### config.mk
export PLATFORM = sky130hd
export DESIGN_NAME = tmds_decoder
export DESIGN_NICKNAME = d
export VERILOG_FILES = /design/src/rtl/tmds_decoder.sv
export SDC_FILE = /design/constraint.sdc
export NUM_CORES = 1
export LEC_CHECK = 0
export CAP_MARGIN = 20
export CORE_MARGIN = 4
export CORE_UTILIZATION = 55
export CTS_CLUSTER_SIZE = 28
export DETAILED_ROUTE_END_ITERATION = 16
export GPL_TIMING_DRIVEN = 1
export PLACE_DENSITY = 0.78
export RECOVER_POWER = 50
export SLEW_MARGIN = 20
export SYNTH_ARGS = -nofsm -noshare
export SYNTH_HDL_FRONTEND = slang
export SYNTH_SLANG_ARGS = --single-unit
### constraint.sdc
create_clock -name pixel_clk -period 5.1 [get_ports pixel_clk]
set_input_delay 1.02 -clock pixel_clk [delete_from_list [all_inputs] [get_ports pixel_clk]]
set_output_delay 1.02 -clock pixel_clk [all_outputs]
set_load 0.005 [all_outputs]
### src/rtl/tmds_decoder.sv
// rtl/tmds_decoder.sv - TMDS receive channel: word alignment on control-token runs plus 10b/8b decode
module tmds_decoder #(
  parameter int LOCK_CNT      = 4,
  parameter int SEARCH_WAIT   = 64,
  parameter int TOKEN_TIMEOUT = 4096
) (
  input  logic       pixel_clk,
  input  logic       rst,
  input  logic       en,
  input  logic [9:0] din,
  output logic [7:0] d,
  output logic       c0,
  output logic       c1,
  output logic       de,
  output logic       aligned,
  output logic [3:0] offset,
  output logic       err
);

  localparam int TW = $clog2(LOCK_CNT + 1);
  localparam int WW = $clog2(SEARCH_WAIT);
  localparam int OW = $clog2(TOKEN_TIMEOUT);
  localparam logic [TW-1:0] LOCK_LAST = TW'(LOCK_CNT - 1);
  localparam logic [WW-1:0] WAIT_LAST = WW'(SEARCH_WAIT - 1);
  localparam logic [OW-1:0] TO_LAST   = OW'(TOKEN_TIMEOUT - 1);

  typedef enum logic {SEARCH, LOCKED} state_t;

  state_t        state;
  logic [9:0]    prev;
  logic [TW-1:0] tok_cnt;
  logic [WW-1:0] wait_cnt;
  logic [OW-1:0] to_cnt;

  logic [19:0] cat;
  logic [9:0]  w;
  logic        is_tok;
  logic [1:0]  tok_c;
  logic [7:0]  x;
  logic [7:0]  dec;
  logic [3:0]  off_inc;

  // Offset k selects bits k..k+9 of the two most recent words.
  assign cat     = {prev, din};
  assign w       = 10'(cat >> offset);
  assign off_inc = (offset == 4'd9) ? 4'd0 : offset + 4'd1;
  assign aligned = (state == LOCKED);

  always_comb begin
    is_tok = 1'b1;
    tok_c  = 2'b00;
    case (w)
      10'b1101010100: tok_c = 2'b00;
      10'b0010101011: tok_c = 2'b01;
      10'b0101010100: tok_c = 2'b10;
      10'b1010101011: tok_c = 2'b11;
      default:        is_tok = 1'b0;
    endcase
  end

  always_comb begin
    x      = w[9] ? ~w[7:0] : w[7:0];
    dec    = 8'd0;
    dec[0] = x[0];
    for (int i = 1; i < 8; i++) begin
      dec[i] = w[8] ? (x[i] ^ x[i-1]) : ~(x[i] ^ x[i-1]);
    end
  end

  always_ff @(posedge pixel_clk or posedge rst) begin
    if (rst) begin
      state    <= SEARCH;
      prev     <= '0;
      tok_cnt  <= '0;
      wait_cnt <= '0;
      to_cnt   <= '0;
      offset   <= '0;
      d        <= '0;
      c0       <= 1'b0;
      c1       <= 1'b0;
      de       <= 1'b0;
      err      <= 1'b0;
    end else begin
      prev <= din;
      err  <= 1'b0;
      if (!en) begin
        state    <= SEARCH;
        tok_cnt  <= '0;
        wait_cnt <= '0;
        to_cnt   <= '0;
        d        <= '0;
        c0       <= 1'b0;
        c1       <= 1'b0;
        de       <= 1'b0;
      end else begin
        de       <= ~is_tok;
        d        <= is_tok ? 8'd0 : dec;
        {c1, c0} <= is_tok ? tok_c : 2'b00;
        case (state)
          SEARCH: begin
            // Lock wins over an offset step landing on the same cycle.
            if (is_tok && tok_cnt == LOCK_LAST) begin
              state    <= LOCKED;
              tok_cnt  <= '0;
              wait_cnt <= '0;
              to_cnt   <= '0;
            end else if (wait_cnt == WAIT_LAST) begin
              offset   <= off_inc;
              wait_cnt <= '0;
              tok_cnt  <= '0;
            end else begin
              wait_cnt <= wait_cnt + 1'b1;
              tok_cnt  <= is_tok ? tok_cnt + 1'b1 : '0;
            end
          end
          LOCKED: begin
            if (is_tok) begin
              to_cnt <= '0;
            end else if (to_cnt == TO_LAST) begin
              err      <= 1'b1;
              state    <= SEARCH;
              offset   <= off_inc;
              to_cnt   <= '0;
              tok_cnt  <= '0;
              wait_cnt <= '0;
            end else begin
              to_cnt <= to_cnt + 1'b1;
            end
          end
          default: state <= SEARCH;
        endcase
      end
    end
  end

endmodule

==> summary.md <==
| Metric | Value |
|---|---|
| Crit path max fanout | 19 |
| Layout cells sized above 1 | 0.1677 |
| CTS Buf Count | 5 |
| CP cell instances | dlygate4sd3_1 -> mux4_2 -> mux2_4 -> nand2_1 -> o21ai_0 -> ha_1 -> and4_1 -> nand2_1 -> mux2i_1 -> buf_4 -> a2111oi_4 -> buf_4 -> nand3b_1 -> o2bb2ai_1 |
| EDFF count, synth | 0 |
| HP Class | reg2reg |
| RSZ-0062 raised after global routing | no |
| Fin Setup TNS | 0 ns |
| Status | finished, violations left |
| CP max stage delay | 0.62 ns |
| Synth unique cells | 59 |
| Clock period minus worst slack | ~4.4 ns |
| CP endpoint kind | flop |
| H-tree Lvls | 2 |
| Worst-skew pair later-pin latency | 0.30 ns |
| Post-Synthesis Cells | 286 |
| Fmax | 226.8 MHz |
| First-pass GRT wire length | 10.91 mm |
| DP Area | 3566 µm² |
| Worst slew pin tran | 2.080 ns |
| Port Buffers | 29 |
| Largest delay share family, worst path | buffers and inverters |
| GRT Overall Usage | 0.1869 |
| Final hold vios | 0 |
| Synth Flop Type | dfrtp_1 |
| Final non-filler cell area | 3661 µm² |
| Post-Syn Area | roughly 3200 µm² |
| Nets@finish | between 300 and 400 |
| WP buf/inv | 3 |
| Leak | 1.498 nW |
| Sequential share of the synthesized area | 0.3740 |
| Die width | 84.42 µm |
| ANT cells | 0 |
| Crit-path slowest cell | dlygate4sd3_1 |
| # setup viols final | 0 |
| Crit Path Class | in2reg |
| Area Overhead vs Synth | 13.99% |
| Die area | 7126 µm² |
| Row count | 27 |
| Root buf cell | clkbuf_8 |
| IO Count | 30 |
| Final Wtd Congestion | 0.8990 |
| Synth Area per Inst | around 11 µm² |
| WL/cell | 16.56 µm |
| Final setup skew | about 0.012 ns |
| Clk slew on worst S/H paths | 0.08 ns |
| Syn_nets | 311 |
| Max-slew headroom | -0.3946 |
| Antenna Nets Post-Route | 0 |
| CTS tree | built |
| Asr flop ratio synth | 1.000 |
| Via Count | 2375 |
| HPWL Detailed | 4.803 mm |
| Via-to-Cell Ratio | 6.121 |
| CTS max path bufs | 2 |
| Drt initial violations | 163 |
| DRC violations left | 0 |
| Worst Path Arrival | around 4.6 ns |
| VDD IR-drop max | roughly 0.00016 V |
| Starting Density | 0.5762 |
| Worst Setup Start Kind | primary input |
| CTS resizes | 0 |
| FF+latch count, synth | 48 |
| Cts-stage hold buffer count | 0 |
| Clock Sinks | 48 |
| Failing checks | capacitance limit, slew limit |
| Largest net degree at the start of global routing | 49 |
| Final WL | 6.424 mm |
| Pre-antenna DRT Iters | 4 |
| Final slew viol count | 49 |
| Critical Path RT | ~5.3 ns |
| Flop2flop setup slack | 0.98 ns |
| Post-CTS Setup Bufs | 0 |
| YS warnings | 0 |
| Maxcap violations | 1 |
| Fill count | approximately 440 |
| GR Overflow Total | 0 |
| Antenna violations before repair | 0 |
| Area of the core | roughly 5600 µm² |
| Vias in the first global route | 2235 |
| Pwr/cell area | 213.1 nW/µm² |
| Fin crit share | 0.8645 |
| Die height | around 84 µm |
[through the flow]
step	worst slack [ns]	util	instances	hold WS, ns	total power [mW]
2_1_floorplan	1.336	-	286	0.4520	0.5015
3_3_place_gp	0.6421	0.6397	380	0.4782	0.5503
3_5_place_dp	0.5233	0.6397	380	0.4781	0.5545
4_1_cts	0.8215	0.6566	388	0.4919	0.7873
5_1_grt	0.5152	0.6568	388	0.5054	0.8161
6_report	0.6913	0.6568	388	0.4883	0.7802
[worst reg2reg max path, cell delays in order (launching register included)]
cell       delay, ns
dfrtp_1         0.94
mux4_2          0.61
mux2_4          0.32
nand2_1         0.07
o21ai_0         0.18
ha_1            0.29
and4_1          0.23
nand2_1         0.07
mux2i_1         0.17
buf_4           0.23
a2111oi_4       0.33
buf_4           0.28
nand3b_1        0.17
o2bb2ai_1       0.17
[where the power goes]
group	internal (mW)	switching (mW)	leakage (nW)
clock network	0.110	0.125	0.0445
logic	0.0732	0.0610	0.827
registers	0.397	0.0138	0.626
total	0.580	0.200	1.50
[layout by cell type, fill, tap and decap left out, types with 7 or more instances in the layout]
cell / count
clkdlybuf4s50_1: 18
inv_1: 16
a21oi_1: 10
dlygate4sd3_1: 11
mux2i_1: 22
dfrtp_1: 48
mux4_2: 19
nor2_1: 15
nand3_1: 12
xnor2_1: 13
nand2_1: 17
ha_1: 12
buf_4: 7
[sequential cells by signal, summed over array words and instances, names as in the netlist]
name      cells
err           1
offset        4
aligned       1
c0            1
prev         10
de            1
to_cnt       12
wait_cnt      6
tok_cnt       3
c1            1
d             8
[cells in the mapped netlist (3+ instances only)]
library cell | n | area [µm²]
nand2_1 | 17 | 63.81
nand2b_1 | 5 | 31.28
mux2_4 | 3 | 45.04
mux2_2 | 5 | 56.30
nor2_1 | 15 | 56.30
nand3_1 | 12 | 60.06
a21oi_1 | 10 | 50.05
nand4_1 | 3 | 18.77
clkbuf_1 | 3 | 11.26
nor3_1 | 6 | 30.03
xor2_1 | 3 | 26.28
inv_1 | 17 | 63.81
a22o_1 | 5 | 43.79
o21ai_0 | 5 | 25.02
dfrtp_1 | 48 | 1201
mux4_2 | 19 | 427.9
mux2i_1 | 22 | 220.2
o21ai_1 | 3 | 15.01
xnor2_1 | 13 | 113.9
and4_1 | 3 | 26.28
ha_1 | 12 | 150.1
a31oi_1 | 5 | 31.28
buf_2 | 9 | 45.04
[cell families (layout without fill, tap and decap cells)]
group,Yosys count,after routing,synth area share
fa+ha+maj,12,12,0.04675
buf+inv,32,62,0.04558
simple gates,80,80,0.1406
flops,48,48,0.3740
xor+xnor,16,16,0.04363
mux,49,49,0.2333
compound gates,49,49,0.1161
[final cells by class]
type,count,area [µm²],area share
clock buffer,7,86.33,0.02358
clock inverter,1,7.507,0.002051
inverter,18,68.82,0.01880
multi-input combinational,206,1864,0.5092
sequential,48,1201,0.3281
tap,72,90.09,0.02461
timing repair buffer,36,342.8,0.09364
[final timing paths]
path / end / startpoint / cells after the start
max in group asynchronous: tok_cnt[0]$_DFFE_PP0P_ / rst / 2
hold / removal: tok_cnt[0]$_DFFE_PP0P_ / tok_cnt[0]$_DFFE_PP0P_ / 1
min in group asynchronous: to_cnt[11]$_DFFE_PP0P_ / rst / 2
hold reg to reg: tok_cnt[0]$_DFFE_PP0P_ / tok_cnt[0]$_DFFE_PP0P_ / 1
setup / recovery: tok_cnt[1]$_DFFE_PP0P_ / din[8] / 14
setup reg to reg: tok_cnt[1]$_DFFE_PP0P_ / offset[1]$_DFFE_PP0P_ / 13
[metal layers]
| metal | global-route usage | vias up | wire length (µm) |
|---|---|---|---|
| li1 | - | 1123 | - |
| met1 | 0.2624 | 1175 | 2934 |
| met2 | 0.3027 | 70 | 3061 |
| met3 | 0.03925 | 7 | 364 |
| met4 | 0.03885 | 0 | 63 |
| met5 | 0 | - | 0 |
Note: power is estimated with default switching activity, not from simulation.
